### src/rtl/seg_capture_pkg.sv
// Shared constants and types for the 7-segment scan capture block.
package seg_capture_pkg;

  localparam int unsigned SEG_W = 7;
  localparam int unsigned NIB_W = 4;

  // gfedcba patterns, active-high; index = hex value (element 0 is the rightmost entry)
  localparam logic [15:0][SEG_W-1:0] SEG_HEX = {
    7'h71, 7'h79, 7'h5E, 7'h39, 7'h7C, 7'h77, 7'h6F, 7'h7F,
    7'h07, 7'h7D, 7'h6D, 7'h66, 7'h4F, 7'h5B, 7'h06, 7'h3F
  };

  typedef enum logic {
    ST_SETTLE,
    ST_HELD
  } cap_state_e;

  typedef enum logic [1:0] {
    NA_NONE,
    NA_ONE,
    NA_MULTI
  } na_code_e;

endpackage

### src/rtl/seg7_decode.sv
// Combinational 7-segment pattern to hex nibble lookup.
module seg7_decode
  import seg_capture_pkg::*;
(
  input  logic [SEG_W-1:0] seg_i,
  output logic             hit_o,
  output logic [NIB_W-1:0] nibble_o
);

  always_comb begin
    hit_o    = 1'b0;
    nibble_o = '0;
    for (int unsigned i = 0; i < 16; i++) begin
      if (seg_i == SEG_HEX[i]) begin
        hit_o    = 1'b1;
        nibble_o = NIB_W'(i);
      end
    end
  end

endmodule

### src/rtl/seg_scan_capture.sv
// Samples a scanned 7-segment bus, decodes each settled digit and
// reassembles complete frames into the displayed value.
module seg_scan_capture
  import seg_capture_pkg::*;
#(
  parameter int unsigned NR_DIGITS      = 8,
  parameter int unsigned SETTLE_CYCLES  = 4,
  parameter int unsigned NA_ACTIVE_LOW  = 1,
  parameter int unsigned SEG_ACTIVE_LOW = 1
) (
  input  logic                   FPGA_GlobalClock,
  input  logic                   RST_n,
  input  logic [NR_DIGITS-1:0]   NA,
  input  logic [7:0]             SEG,
  input  logic                   ErrClr,
  output logic [4*NR_DIGITS-1:0] Value,
  output logic [NR_DIGITS-1:0]   DP,
  output logic                   ValueValid,
  output logic                   DigitErr,
  output logic                   SelErr
);

  localparam int unsigned IDX_W = (NR_DIGITS > 1) ? $clog2(NR_DIGITS) : 1;
  localparam int unsigned CNT_W = 8;
  localparam int unsigned BUS_W = NR_DIGITS + 8;

  logic [NR_DIGITS-1:0] na_s1_q, na_s2_q;
  logic [7:0]           seg_s1_q, seg_s2_q;
  logic [BUS_W-1:0]     prev_q;
  logic [CNT_W-1:0]     cnt_q, cnt_d;
  cap_state_e           state_q, state_d;

  logic [NR_DIGITS-1:0][NIB_W-1:0] shadow_q, shadow_d;
  logic [NR_DIGITS-1:0]            dpsh_q, dpsh_d;
  logic [NR_DIGITS-1:0]            seen_q, seen_d;
  logic [NR_DIGITS-1:0][NIB_W-1:0] value_q, value_d;
  logic [NR_DIGITS-1:0]            dp_q, dp_d;
  logic                            valid_q, valid_d;
  logic                            digit_err_q, digit_err_d;
  logic                            sel_err_q, sel_err_d;

  logic [NR_DIGITS-1:0] na_norm;
  logic [7:0]           seg_norm;
  logic [BUS_W-1:0]     bus_cur;
  logic                 change;
  logic                 commit_c;
  logic                 frame_done_c;
  na_code_e             na_code;
  logic [IDX_W-1:0]     na_idx;
  logic                 dec_hit;
  logic [NIB_W-1:0]     dec_nib;

  // Two-flop synchronisers; the scanner runs on an unrelated clock
  always_ff @(posedge FPGA_GlobalClock or negedge RST_n) begin
    if (!RST_n) begin
      na_s1_q  <= '0;
      na_s2_q  <= '0;
      seg_s1_q <= '0;
      seg_s2_q <= '0;
      prev_q   <= '0;
    end else begin
      na_s1_q  <= NA;
      na_s2_q  <= na_s1_q;
      seg_s1_q <= SEG;
      seg_s2_q <= seg_s1_q;
      prev_q   <= bus_cur;
    end
  end

  assign na_norm  = (NA_ACTIVE_LOW != 0) ? ~na_s2_q : na_s2_q;
  assign seg_norm = (SEG_ACTIVE_LOW != 0) ? ~seg_s2_q : seg_s2_q;
  assign bus_cur  = {na_norm, seg_norm};
  assign change   = (bus_cur != prev_q);

  always_ff @(posedge FPGA_GlobalClock or negedge RST_n) begin
    if (!RST_n) begin
      state_q <= ST_SETTLE;
      cnt_q   <= '0;
    end else begin
      state_q <= state_d;
      cnt_q   <= cnt_d;
    end
  end

  // Stability FSM: exactly one commit per dwell once the bus has settled
  always_comb begin
    state_d  = state_q;
    cnt_d    = cnt_q;
    commit_c = 1'b0;
    if (change) begin
      cnt_d   = '0;
      state_d = ST_SETTLE;
    end else if (state_q == ST_SETTLE) begin
      if (cnt_q == CNT_W'(SETTLE_CYCLES - 1)) begin
        commit_c = 1'b1;
        state_d  = ST_HELD;
      end else begin
        cnt_d = cnt_q + CNT_W'(1);
      end
    end
  end

  always_comb begin
    na_code = NA_NONE;
    na_idx  = '0;
    for (int i = 0; i < int'(NR_DIGITS); i++) begin
      if (na_norm[i]) begin
        na_code = (na_code == NA_NONE) ? NA_ONE : NA_MULTI;
        na_idx  = IDX_W'(i);
      end
    end
  end

  seg7_decode u_dec (
    .seg_i    (seg_norm[6:0]),
    .hit_o    (dec_hit),
    .nibble_o (dec_nib)
  );

  assign frame_done_c = &seen_q;

  // Shadow/seen bookkeeping, frame publication and sticky error flags
  always_comb begin
    shadow_d    = shadow_q;
    dpsh_d      = dpsh_q;
    seen_d      = frame_done_c ? '0 : seen_q;
    value_d     = value_q;
    dp_d        = dp_q;
    valid_d     = 1'b0;
    digit_err_d = digit_err_q & ~ErrClr;
    sel_err_d   = sel_err_q & ~ErrClr;
    if (frame_done_c) begin
      value_d = shadow_q;
      dp_d    = dpsh_q;
      valid_d = 1'b1;
    end
    if (commit_c) begin
      case (na_code)
        NA_ONE: begin
          if (dec_hit) begin
            shadow_d[na_idx] = dec_nib;
            dpsh_d[na_idx]   = seg_norm[7];
            seen_d[na_idx]   = 1'b1;
          end else begin
            digit_err_d = 1'b1;
          end
        end
        NA_MULTI: sel_err_d = 1'b1;
        default: ;
      endcase
    end
  end

  always_ff @(posedge FPGA_GlobalClock or negedge RST_n) begin
    if (!RST_n) begin
      shadow_q    <= '0;
      dpsh_q      <= '0;
      seen_q      <= '0;
      value_q     <= '0;
      dp_q        <= '0;
      valid_q     <= 1'b0;
      digit_err_q <= 1'b0;
      sel_err_q   <= 1'b0;
    end else begin
      shadow_q    <= shadow_d;
      dpsh_q      <= dpsh_d;
      seen_q      <= seen_d;
      value_q     <= value_d;
      dp_q        <= dp_d;
      valid_q     <= valid_d;
      digit_err_q <= digit_err_d;
      sel_err_q   <= sel_err_d;
    end
  end

  assign Value      = value_q;
  assign DP         = dp_q;
  assign ValueValid = valid_q;
  assign DigitErr   = digit_err_q;
  assign SelErr     = sel_err_q;

endmodule

### config.mk
export PLATFORM = sky130hd
export DESIGN_NAME = seg_scan_capture
export DESIGN_NICKNAME = d
export VERILOG_FILES = /design/src/rtl/seg_capture_pkg.sv /design/src/rtl/seg7_decode.sv /design/src/rtl/seg_scan_capture.sv
export SDC_FILE = /design/constraint.sdc
export NUM_CORES = 1
export LEC_CHECK = 0
export ABC_CLOCK_PERIOD_IN_PS = 3100
export BUFFER_PORTS_ARGS = -buffer_cell sky130_fd_sc_hd__clkbuf_2
export CAP_MARGIN = 20
export CORE_AREA = 2 2 126 128
export CTS_BUF_LIST = sky130_fd_sc_hd__clkbuf_4 sky130_fd_sc_hd__clkbuf_8 sky130_fd_sc_hd__clkbuf_16
export CTS_CLUSTER_SIZE = 30
export DETAILED_ROUTE_END_ITERATION = 16
export DIE_AREA = 0 0 128 130
export SLEW_MARGIN = 20
export SYNTH_ARGS = -nofsm -noshare
export SYNTH_HDL_FRONTEND = slang
export SYNTH_SLANG_ARGS = --single-unit
### constraint.sdc
create_clock -name FPGA_GlobalClock -period 3.1 [get_ports FPGA_GlobalClock]
set_input_delay 0.155 -clock FPGA_GlobalClock [delete_from_list [all_inputs] [get_ports FPGA_GlobalClock]]
set_output_delay 0.155 -clock FPGA_GlobalClock [all_outputs]
set_load 0.02 [all_outputs]
-- Word-level counts from Yosys, hierarchy flattened
Index checks and enable logic that the tools add are counted.
- register bits after elaboration: 148
- input port bits: 19
- output and inout port bits: 43
- logic and storage cells: 148
- add/subtract/negate cells: 1
- order comparisons: 2
- equal/unequal tests: 22
- multiplexer cells: 77
- bitwise gates (word level): 6
- reductions and logical operators: 11
- operators with widths (cell ; count):
    $eq A7 B7 Y1 const B ; 12
    $mux W8 ; 7
    $mux W4 ; 9
    $mux W2 ; 17
    $bwmux W32 ; 1
    $mux W1 ; 31
    $mux W3 ; 9
    $ne A16 B16 Y1 ; 1
    $not A8 Y8 ; 2
    $eq A7 B3 Y1 const B ; 2
    $eq A7 B6 Y1 const B ; 2
    $logic_not A2 Y1 ; 7
    $demux W4 S3 ; 1
    $add A8 B1 Y8 const B ; 1
    $bwmux W8 ; 1
    $eq A8 B2 Y1 const B ; 1
    $or A8 B8 Y8 ; 1
    $reduce_and A8 Y1 ; 1
    $lt A3 B4 Y1 const B ; 1
    $demux W1 S3 ; 1
    $ge A3 B1 Y1 const B ; 1
    $reduce_and A3 Y1 ; 1
    $and A1 B1 Y1 ; 2
    $eq A2 B1 Y1 const B ; 1
    other kinds (6) ; 6

-- Logic depth before layout (Yosys ltp)
Gate-level depths: netlist of the first run.
- depth in word-level cells: 26
- depth in mapped cells: 9
- mapped depth without buffers: 8

-- Cells and area by module
From an unflattened synthesis of the first run, not the netlist that was laid out.
- cell total of the unflattened synthesis: 511
- area, all modules: 5952.0 sq um
- modules (own cells, without submodules) (module ; times used ; cells each ; area each (sq um) ; sequential area each (sq um)):
    seg_scan_capture ; 1 ; 458 ; 5584.1 ; 3703.6
    seg7_decode ; 1 ; 53 ; 367.9 ; 0.0

-- Worst setup path after synthesis of the first run
Ideal clock, no wire load.
- path kind: flip-flop to flip-flop
- start point: register na_s2_q[1]
- end point: register shadow_q[12] (netlist bit)
- library setup time: 0.125 ns
- data arrival time: 2.818 ns
- required time: 2.975 ns
- setup slack: 0.158 ns
- cell stages (with the launch flop): 9
- path buffers: 0
- clock period less this slack: 2.942 ns
- cells stage by stage: dfrtp_1 -> inv_1 -> ha_1 -> and2b_4 -> a22oi_1 -> a2111o_1 -> or4_4 -> nor4_4 -> mux2_2
- cells in the longest elaborated chain, start to end: 22
- elaborated cells between the ends (all ways): 37
- those cells by class: order compare (2); eq/ne (2); mux (24); bitwise (1); reduce/logical (8)
- RTL lines (item ; line ; source):
    from (decl) ; seg_scan_capture.sv:27 ; logic [NR_DIGITS-1:0] na_s1_q, na_s2_q;
    from (signal assigned) ; seg_scan_capture.sv:63 ; na_s2_q <= na_s1_q;
    $not A8 Y8 (*) ; seg_scan_capture.sv:70 ; assign na_norm = (NA_ACTIVE_LOW != 0) ? ~na_s2_q : na_s2_q;
    named net na_norm[1] ; seg_scan_capture.sv:42 ; logic [NR_DIGITS-1:0] na_norm;
    $mux W2 ; seg_scan_capture.sv:107 ; if (na_norm[i]) begin
    $logic_not A2 Y1 ; seg_scan_capture.sv:108 ; na_code = (na_code == NA_NONE) ? NA_ONE : NA_MULTI;
    $mux W2 ; seg_scan_capture.sv:108 ;
    $mux W2 ; seg_scan_capture.sv:107 ;
    $logic_not A2 Y1 ; seg_scan_capture.sv:108 ;
    $mux W2 ; seg_scan_capture.sv:108 ;
    (+7 left out) ; - ;
    $logic_not A2 Y1 ; seg_scan_capture.sv:108 ;
    $mux W2 ; seg_scan_capture.sv:108 ;
    $mux W2 ; seg_scan_capture.sv:107 ;
    $logic_not A2 Y1 ; seg_scan_capture.sv:108 ;
    $mux W2 ; seg_scan_capture.sv:108 ;
    $mux W2 ; seg_scan_capture.sv:107 ;
    $eq A2 B1 Y1 ; seg_scan_capture.sv:138 ; case (na_code)
    $reduce_and A3 Y1 (no line) ; - ;
    to (signal assigned) ; seg_scan_capture.sv:165 ; shadow_q <= shadow_d;
    to (decl) ; seg_scan_capture.sv:33 ; logic [NR_DIGITS-1:0][NIB_W-1:0] shadow_q, shadow_d;
The timed path passes the listed nets; every way through them passes the cells marked *.
A chain may end at the register's enable or synchronous reset.

-- Worst setup path in the final report of the first run
- start point: register na_s2_q[0]
- end point: register shadow_q[17] (netlist bit)
- cells in the longest elaborated chain, start to end: 25
- elaborated cells between the ends (all ways): 27
- those cells by class: eq/ne (2); mux (16); bitwise (1); reduce/logical (8)
- RTL lines (item ; line):
    $not A8 Y8 (*) ; seg_scan_capture.sv:70
    named net na_norm[0] ; seg_scan_capture.sv:42
    $mux W1 ; seg_scan_capture.sv:107
    $logic_not A2 Y1 ; seg_scan_capture.sv:108
    $mux W2 ; seg_scan_capture.sv:108
    $mux W2 ; seg_scan_capture.sv:107
    $logic_not A2 Y1 ; seg_scan_capture.sv:108
    $mux W2 ; seg_scan_capture.sv:108
    (+10 left out) ; -
    $logic_not A2 Y1 ; seg_scan_capture.sv:108
    $mux W2 ; seg_scan_capture.sv:108
    $mux W2 ; seg_scan_capture.sv:107
    $logic_not A2 Y1 ; seg_scan_capture.sv:108
    $mux W2 ; seg_scan_capture.sv:108
    $mux W2 ; seg_scan_capture.sv:107
    $eq A2 B1 Y1 ; seg_scan_capture.sv:138
    $reduce_and A3 Y1 (no line) (*) ; -
Marks and branches as above.

==> summary.md, run 1 <==
| Metric | Value |
|---|---|
| Power, Total | `approximately 4300 uW` |
| Reg2Reg Depth | `9` |
| Final hold vios | `0` |
| Startpoint Class | `flip-flop` |
| Worst skew pair latency | `0.42 ns` |
| Fillers | `approximately 1,400` |
| Hold WC Path Type | `reg -> reg` |
| Drt initial violations | `334` |
| Post-DRT Antenna Nets | `0` |
| Via count | `about 4,000` |
| Synth Register Bits | `approximately 150` |
| Pleak | `0.00369 uW` |
| CP Data Required Time | `around 3.4 ns` |
| CP cell instances | `inv_1, ha_1, and2b_4, a22oi_1, a2111o_1, or4_4, nor4_4, buf_4, mux2_2` |
| Maximum achievable frequency | `between 300 and 400 MHz` |
| Max Slew Vio Count | `0` |
| Sink count of the clock tree | `148` |
| Boundary Pins | `62` |
| Worst Tran Pin Value | `slightly above 0.8 ns` |
| Async SR Flop Fraction | `between 90% and 100%` |
| Residual DRC | `0` |
| DR WL/cell | `between 15 and 20 um` |
| Diodes inserted | `0` |
| Critical path type | `reg -> reg` |
| P per Cell Area | `roughly 580 nW/um^2` |
| Syn-to-layout area delta | `22.3%` |
| Clock buffer depth | `2` |
| Number of setup violations in the final report | `0` |
| Clock slew at reported path FFs | `~0.06 ns` |
| Total gr overflow | `0` |
| Critical R2R Launch | `na_s2_q[0]$_DFF_PN0_` |
| Top Family by Delay on Critical Path | `simple AND/OR/NAND/NOR gates` |
| Core Util, Final | `a little under half` |
| Die Y | `around 130 um` |
| Post-Synthesis Cells | `roughly 520` |
| Avg Vias per Cell | `roughly 5.0` |
| Root buffer cell | `clkbuf_16` |
| WHS Path Cells | `0` |
| Outcome | `complete, no violations` |
| CP arrival | `between 3 and 4 ns` |
| Fin crit share | `a little over nine tenths` |
| WHS Endpoint | `seg_s2_q[0]$_DFF_PN0_` |
| Max cap viols | `0` |
| First-pass GRT wire length | `20.6 mm` |
| Gpl congestion | `0.801` |
| YS warnings | `0` |
| H-tree lvl count | `4` |
| Num CTS Buffers | `17` |
| Initial Utilization | `approximately two fifths` |
| Crit path from | `na_s2_q[0]$_DFF_PN0_` |
| Die area | `16,600 um^2` |
| Total length of routed wires | `about 12 mm` |
| Fin Hold WS | `~0.35 ns` |
| Clk_skew | `slightly above 0.007 ns` |
| Fin crit period | `between 2 and 3 ns` |
| Crit Path Max Fanout | `6` |
| Synth Cell Area | `about 6000 um^2` |
| Crit end category | `flip-flop` |
| Max incr delay on CP | `roughly 0.61 ns` |
| Row count | `46` |
| Count of cell types in the netlist | `55` |
| Syn Nets | `541` |
| Min-delay src | `seg_s1_q[0]$_DFF_PN0_` |
| Buf/Inv on CP | `2` |
| Ys flop type | `dfrtp_1` |
| Syn Area/Cell | `around 12 um^2` |
| Pin count of the biggest net entering global routing | `between 90 and 100` |
| Antenna violations before repair | `0` |
| Port-buffer cells | `just over 60` |
| DRT Pass-1 Iters | `4` |
| Fin nets | `between 600 and 700` |
| CORE AREA | `roughly 15,000 um^2` |
| Worst path slowest cell | `or4_4` |
| Layout cells sized above 1 | `about a quarter` |
| All-Layer GR Usage | `between 10% and 20%` |
| RR Endpoint | `shadow_q[17]$_DFFE_PN0P_` |
| Hpwl dp | `8.45 mm` |
| Seq/Total Area, Yosys | `roughly three fifths` |
| CTS tree | `done` |
| Peak supply drop | `between 0.0003 and 0.0004 V` |
| Relative slew slack | `between 40% and 50%` |
| R2r setup slk | `around 0.12 ns` |
| Vias in the first global route | `about 4,000` |
| DIE WIDTH | `128 um` |
| Post-synth EDFFs | `0` |
[timing repair]
item                                    CTS  global route
hold buffers                             18             0
endpoints found under the setup margin    6            19
pin swaps                                 2             2
gates resized for setup                   0             2
hold endpoints to repair                109             0
setup buffers                             0             1
[cell usage after synthesis (all sizes together), types with 7 or more instances]
master | n | area share [%]
nand3 | 7 | 0.58
nand4 | 9 | 0.93
xnor2 | 23 | 3.3
nor4 | 15 | 2.9
o21ai | 15 | 1.3
clkbuf | 12 | 0.91
mux2 | 33 | 6.2
buf | 13 | 1.5
nor2 | 15 | 0.93
inv | 25 | 1.6
dfrtp | 148 | 61
nand2 | 122 | 7.6
mux2i | 9 | 1.5
[metal layers]
layer,vias to the layer above,part of all wire (%),track usage (%)
met4,0,1.7,6.33
met2,101,48,26.4
li1,1931,-,-
met3,19,3.8,3.81
met1,1981,46,20.8
met5,-,0,0
[layout by cell type (no fill, tap or decap), drive strengths merged, types with 5 or more instances in the layout]
cell         synthesis  routed
a211oi               5       5
a21o                 5       5
a21oi                6       6
buf                 13      19
clkbuf              12      83
dfrtp              148     148
dlygate4sd3          0      18
inv                 25      25
mux2                33      33
mux2i                9       9
nand2              122     122
nand3                7       7
nand4                9       9
nor2                15      15
nor3                 6       6
nor4                15      15
o21ai               15      15
xnor2               23      23
xor2                 6       6
[layout make-up]
| class | count | area, um^2 | area share (%) |
|---|---|---|---|
| sequential | 148 | 3700 | 50.2 |
| multi-input combinational | 320 | 2090 | 28.3 |
| timing repair buffer | 97 | 631 | 8.55 |
| clock buffer | 23 | 495 | 6.72 |
| tap | 192 | 240 | 3.26 |
| clock inverter | 8 | 124 | 1.68 |
| inverter | 26 | 97.6 | 1.32 |
[cells by family (layout without fill, tap and decap cells)]
group	count (synthesis)	after routing	synth area share (%)
muxes	42	42	7.65
buffers and inverters	51	154	4.06
DFF	148	148	61.4
xor gates and xnor gates	29	29	4.21
and+or+nand+nor	195	195	16.2
adders and majority gates	3	3	0.622
AOI/OAI and AO/OA	51	51	5.83
[worst max path at each step]
stage,to,cells after the start
after floorplan,shadow_q[12]$_DFFE_PN0P_,8
after global placement,shadow_q[14]$_DFFE_PN0P_,8
after detailed placement,shadow_q[14]$_DFFE_PN0P_,8
after CTS,shadow_q[3]$_DFFE_PN0P_,8
after global routing,shadow_q[16]$_DFFE_PN0P_,9
final,shadow_q[17]$_DFFE_PN0P_,9
[power breakdown]
| part | switching [uW] | internal [uW] | total, uW |
|---|---|---|---|
| sequential | 32.0 | 1960 | 2000 |
| clock | 756 | 1360 | 2120 |
| combinational | 117 | 75.8 | 193 |
[through the flow]
stage / setup WS [ns] / instances / TNS, ns / area, um^2
finish: 0.115 / 814 / 0 / 7380
global route: -0.00161 / 814 / -0.00262 / 7380
CTS: 0.0419 / 813 / 0 / 7360
detailed placement: -0.0296 / 764 / -0.0760 / 6570
global placement: 0.0855 / 764 / 0 / 6570
floorplan: 0.158 / 519 / 0 / 6030
Power figures use the tool's default switching activity.
==> run 2: changes to the inputs <==
--- a/config.mk
+++ b/config.mk
@@ -13,6 +13,7 @@
 export CTS_CLUSTER_SIZE = 30
 export DETAILED_ROUTE_END_ITERATION = 16
 export DIE_AREA = 0 0 128 130
+export PLACE_DENSITY = 0.68
 export SLEW_MARGIN = 20
 export SYNTH_ARGS = -nofsm -noshare
 export SYNTH_HDL_FRONTEND = slang
==> run 2 against run 1 <==
Net effect: non-clock buffer count shrank 4; cell area shrank 0.54%; critical endpoint is now shadow_q[3]$_DFFE_PN0P_; sequential share of layout area grew 0.27 points.
==> summary.md, run 2 (synthesis gave the netlist of run 1 again) <==
| Metric | Value |
|---|---|
| Outcome | `complete, no violations` |
| CP Data Required Time | `3.40 ns` |
| Relative slew slack | `48.6%` |
| Port-buffer cells | `between 60 and 70` |
| Crit Path Max Fanout | `6` |
| Die Y | `roughly 130 um` |
| Worst path slowest cell | `or4_4` |
| Pleak | `0.00368 uW` |
| Most common cell after layout, fill and taps aside | `dfrtp_1` |
| Total gr overflow | `0` |
| Reg2Reg Depth | `8` |
| Worst Tran Pin Value | `just under 0.8 ns` |
| Max incr delay on CP | `0.56 ns` |
| Fin Hold WS | `around 0.34 ns` |
| DRT Pass-1 Iters | `4` |
| Post-DRT Antenna Nets | `0` |
| Boundary Pins | `between 60 and 70` |
| Residual DRC | `0` |
| Number of setup violations in the final report | `0` |
| Pin count of the biggest net entering global routing | `84` |
| Antenna violations before repair | `0` |
| Worst skew pair latency | `0.42 ns` |
| RSZ-0062 raised after global routing | `no` |
| Fin crit period | `2.98 ns` |
| Total length of routed wires | `between 10 and 15 mm` |
| Final hold vios | `0` |
| CP arrival | `3.28 ns` |
| CORE AREA | `15,400 um^2` |
| Root buffer cell | `clkbuf_16` |
| Max Slew Vio Count | `0` |
| DR WL/cell | `about 15 um` |
| First-pass GRT wire length | `between 20 and 25 mm` |
| Final instance area | `around 7300 um^2` |
| DIE WIDTH | `128 um` |
| Sink count of the clock tree | `roughly 150` |
| Layout cells sized above 1 | `about a quarter` |
| Fillers | `1,393` |
| Critical path type | `reg -> reg` |
| Avg Vias per Cell | `5.03` |
| Top Family by Delay on Critical Path | `simple AND/OR/NAND/NOR gates` |
| Via count | `~4,100` |
| Clock buffer depth | `2` |
| Post-DP Area | `approximately 6600 um^2` |
| Initial Utilization | `just under 40%` |
| Diodes inserted | `0` |
| R2r setup slk | `~0.12 ns` |
| Maximum achievable frequency | `336 MHz` |
| Peak supply drop | `between 0.0004 and 0.0005 V` |
| Num CTS Buffers | `17` |
| Setup Buffers After CTS | `0` |
| Crit end category | `flip-flop` |
| Most frequent cells in the layout | `dfrtp_1 (148), nand2_1 (122), clkbuf_2 (60), mux2_2 (33), inv_1 (24)` |
| Fin crit share | `between 90% and 100%` |
| Hold WC Path Type | `in -> async` |
| All-Layer GR Usage | `15.9%` |
| Gpl congestion | `0.866` |
| Row count | `46` |
| Die area | `about 17,000 um^2` |
| Vias in the first global route | `~4,200` |
| P per Cell Area | `580 nW/um^2` |
| Multi-input gate area | `2090 um^2` |
| CP cell instances | `inv_1, ha_1, and2b_4, a22oi_1, a2111o_1, or4_4, and4b_2, mux2_2` |
| Fin nets | `roughly 630` |
| Clk_skew | `0.00729 ns` |
| Syn-to-layout area delta | `21.6%` |
| CTS tree | `done` |
| Hpwl dp | `between 8 and 9 mm` |
| Register Area | `3700 um^2` |
| Buf/Inv on CP | `1` |
| Drt initial violations | `between 200 and 300` |
| Max cap viols | `0` |
| Startpoint Class | `flip-flop` |
| RR Endpoint | `shadow_q[3]$_DFFE_PN0P_` |
| H-tree lvl count | `4` |
| Clock slew at reported path FFs | `approximately 0.06 ns` |
| Critical R2R Launch | `na_s2_q[1]$_DFF_PN0_` |
## run 2: changes by cell type in the layout (fill, tap and decap cells not counted), moves of 2 or more
cell        before  now
clkinvlp_4       2    0
clkinv_4         1    3
inv_6            0    2
buf_4           17   13
clkbuf_8         4    1
clkinv_2         2    4
## run 2: how the worst max path moves through the flow
stage                                     from                  endpoint  slack, ns  depth (start not counted)
final                     na_s2_q[1]$_DFF_PN0_   shadow_q[3]$_DFFE_PN0P_       0.12                          8
after global routing      na_s2_q[1]$_DFF_PN0_  shadow_q[12]$_DFFE_PN0P_      0.006                          9
after CTS                 na_s2_q[1]$_DFF_PN0_   shadow_q[5]$_DFFE_PN0P_      0.005                          8
after detailed placement  na_s2_q[1]$_DFF_PN0_  shadow_q[17]$_DFFE_PN0P_      -0.04                          8
after global placement    na_s2_q[1]$_DFF_PN0_  shadow_q[17]$_DFFE_PN0P_       0.09                          8
after floorplan           na_s2_q[1]$_DFF_PN0_  shadow_q[12]$_DFFE_PN0P_       0.16                          8
## run 2: final cells by class
type	instances	share of cell area [%]
timing repair buffer	93	8.30
clock buffer	19	6.09
multi-input combinational	320	28.4
sequential	148	50.5
inverter	26	1.33
tap	192	3.27
clock inverter	12	2.10
## run 2: metal layers
layer | share of wire [%] | track usage, % | wire length, um | vias up
li1 | - | - | - | 1922
met1 | 45 | 20.3 | 5520 | 2044
met2 | 50 | 26.8 | 6110 | 100
met3 | 4.3 | 3.81 | 525 | 12
met4 | 1.1 | 5.37 | 131 | 0
met5 | 0 | 0 | 0 | -
## run 2: per-stage QoR
step                      setup TNS, ns  setup slack, ns  utilization (%)  cells  power (uW)
after floorplan                       0            0.158                -    519        2130
after global placement                0           0.0860             42.5    761        2200
after detailed placement         -0.153          -0.0446             42.5    761        2200
after CTS                             0          0.00475             47.6    810        4310
after global routing                  0          0.00577             47.6    810        4420
final                                 0            0.122             47.6    810        4260
## run 2: power by group
part	total [uW]	switching [uW]	internal [uW]
clock	2070	777	1290
combinational	189	114	75.1
sequential	2000	34.9	1960
total	4260	925	3330
## run 2: what timing repair did
item | in CTS | in global routing
setup endpoints to repair | 9 | 18
pin swaps | 2 | 2
resized for setup | 0 | 1
hold buffers | 18 | 0
endpoints found under the hold margin | 100 | 0
==> run 3: changes to the inputs <==
--- a/config.mk
+++ b/config.mk
@@ -5,15 +5,15 @@
 export SDC_FILE = /design/constraint.sdc
 export NUM_CORES = 1
 export LEC_CHECK = 0
-export ABC_CLOCK_PERIOD_IN_PS = 3100
+export ABC_CLOCK_PERIOD_IN_PS = 3450
 export BUFFER_PORTS_ARGS = -buffer_cell sky130_fd_sc_hd__clkbuf_2
 export CAP_MARGIN = 20
 export CORE_AREA = 2 2 126 128
-export CTS_BUF_LIST = sky130_fd_sc_hd__clkbuf_4 sky130_fd_sc_hd__clkbuf_8 sky130_fd_sc_hd__clkbuf_16
+export CTS_BUF_LIST = sky130_fd_sc_hd__clkbuf_16
 export CTS_CLUSTER_SIZE = 30
 export DETAILED_ROUTE_END_ITERATION = 16
 export DIE_AREA = 0 0 128 130
-export PLACE_DENSITY = 0.68
+export PLACE_DENSITY = 0.66
 export SLEW_MARGIN = 20
 export SYNTH_ARGS = -nofsm -noshare
 export SYNTH_HDL_FRONTEND = slang
==> constraint.sdc (replaced) <==
create_clock -name FPGA_GlobalClock -period 3.45 [get_ports FPGA_GlobalClock]
set_input_delay 0.1725 -clock FPGA_GlobalClock [delete_from_list [all_inputs] [get_ports FPGA_GlobalClock]]
set_output_delay 0.1725 -clock FPGA_GlobalClock [all_outputs]
set_load 0.02 [all_outputs]
==> run 3 against run 2 <==
Net effect: setup slack improved by 0.10 ns; routed wire length fell by 2.7%; register-to-register slack improved by 0.10 ns; cell area fell by 0.53%; die area did not move; combinational power fell by 13%; fmax fell by 7.7%; power fell by 9.4%; final cell count fell by 0.62%; clock skew rose by 0.0011 ns; flip-flop and latch count did not move.
==> summary.md, run 3 (synthesis gave the netlist of run 1 again) <==
| Metric | Value |
|---|---|
| Outcome | `complete, no violations` |
| Total length of routed wires | `11.9 mm` |
| Clk_skew | `between 0.008 and 0.009 ns` |
| First-pass GRT wire length | `about 20 mm` |
| Peak supply drop | `slightly above 0.0004 V` |
| Sink count of the clock tree | `between 100 and 150` |
| Antenna violations before repair | `0` |
| Worst skew pair latency | `between 0.4 and 0.5 ns` |
| CP arrival | `between 3 and 4 ns` |
| Vias in the first global route | `about 4,000` |
| Syn-to-layout area delta | `21.0%` |
| Max cap viols | `0` |
| CORE AREA | `around 15,000 um^2` |
| Boundary Pins | `just over 60` |
| Pin count of the biggest net entering global routing | `between 100 and 150` |
| Startpoint Class | `flip-flop` |
| Power, Total | `slightly below 4000 uW` |
| Pleak | `0.00365 uW` |
| Core Util, Final | `between 40% and 50%` |
| Number of setup violations in the final report | `0` |
| Initial Utilization | `between 30% and 40%` |
| All-Layer GR Usage | `between 10% and 20%` |
| PostCTS Resize Cnt | `0` |
| Residual DRC | `0` |
| Hold WC Path Type | `reg -> reg` |
| CP Data Required Time | `3.75 ns` |
| DIE WIDTH | `between 100 and 150 um` |
| Die Y | `approximately 130 um` |
| Crit end category | `flip-flop` |
| Reg2Reg Depth | `8` |
| Root buffer cell | `clkbuf_16` |
| Relative slew slack | `a little over two fifths` |
| Total Neg Setup Slack | `0 ns` |
| Most common cell after layout, fill and taps aside | `dfrtp_1` |
| Fin crit period | `approximately 3.2 ns` |
| Most frequent cells in the layout | `dfrtp_1 (148), nand2_1 (122), clkbuf_2 (60), mux2_2 (33), inv_1 (25)` |
| Row count | `between 40 and 50` |
| Crit Path Max Fanout | `6` |
| Diodes inserted | `0` |
| Clock buffer depth | `2` |
| H-tree lvl count | `4` |
| Final hold vios | `0` |
| Die area | `approximately 17,000 um^2` |
| Fillers | `1,424` |
| Layout cells sized above 1 | `between 20 and 25%` |
| P per Cell Area | `around 530 nW/um^2` |
| Post-DRT Antenna Nets | `0` |
| DR WL/cell | `between 10 and 15 um` |
| Num CTS Buffers | `17` |
| Final worst setup slack | `approximately 0.23 ns` |
| Worst Tran Pin Value | `roughly 0.85 ns` |
| Max Slew Vio Count | `0` |
| Drt initial violations | `roughly 350` |
| WHS Path Cells | `0` |
| Fin Hold WS | `between 0.3 and 0.4 ns` |
| Critical path type | `reg -> reg` |
| Maximum achievable frequency | `about 310 MHz` |
| Clock slew at reported path FFs | `approximately 0.06 ns` |
| Fin nets | `just over 600` |
| RSZ-0062 raised after global routing | `no` |
| Hpwl dp | `roughly 8.2 mm` |
| Pre-CTS WS | `around 0.26 ns` |
| Fin crit share | `93.5%` |
| Hold_buf cts | `18` |
| Port-buffer cells | `between 60 and 70` |
| DRT Pass-1 Iters | `5` |
| Avg Vias per Cell | `5.02` |
| Via count | `~4,000` |
| Total gr overflow | `0` |
| Setup Buffers After CTS | `0` |
| CTS tree | `done` |
| Gpl congestion | `~0.9` |
## run 3: report_power, final
part           internal [uW]  switching (uW)  leakage, uW
Sequential              1760            32.8      0.00196
Combinational           66.0            99.4      0.00139
Clock                   1200             692     0.000304
## run 3: cell type report
cell class	count	area [um^2]	share of cell area [%]
well taps	192	240	3.29
clock buffers	17	425	5.83
clock inverters	14	185	2.54
multi-input cells	320	2080	28.6
inverters	26	97.6	1.34
flip-flops and latches	148	3700	50.7
repair buffers	88	562	7.70
## run 3: per-stage QoR
stage                     instances  area [um^2]
after floorplan                 519         6030
after global placement          756         6500
after detailed placement        756         6500
after CTS                       805         7300
after global routing            805         7300
final                           805         7300
## run 3: final timing paths
kind | from | end | slack [ns]
setup / recovery | na_s2_q[1]$_DFF_PN0_ | shadow_q[12]$_DFFE_PN0P_ | 0.23
hold / removal | seg_s1_q[2]$_DFF_PN0_ | seg_s2_q[2]$_DFF_PN0_ | 0.35
setup reg to reg | na_s2_q[1]$_DFF_PN0_ | shadow_q[12]$_DFFE_PN0P_ | 0.23
hold reg to reg | seg_s1_q[2]$_DFF_PN0_ | seg_s2_q[2]$_DFF_PN0_ | 0.35
max in group asynchronous | RST_n | Value[17]$_DFFE_PN0P_ | 2.21
min in group asynchronous | RST_n | seg_s2_q[7]$_DFF_PN0_ | 0.43
## run 3: worst max-delay path: stages, from the launching register on
cell and delay [ns]:
dfrtp_1 0.41, inv_1 0.10, ha_1 0.31, and2b_4 0.28, a22oi_1 0.08, a2111o_1 0.42, or4_4 0.60, nor4_4 0.50
mux2_2 0.40
## run 3: metal layers
layer | vias up | global-route usage [%] | wire length, um | share of wire [%]
met4 | 0 | 5.75 | 179 | 1.5
met5 | - | 0 | 0 | 0
met1 | 2001 | 20.2 | 5500 | 46
met3 | 17 | 4.10 | 501 | 4.2
met2 | 112 | 24.9 | 5760 | 48
li1 | 1909 | - | - | -
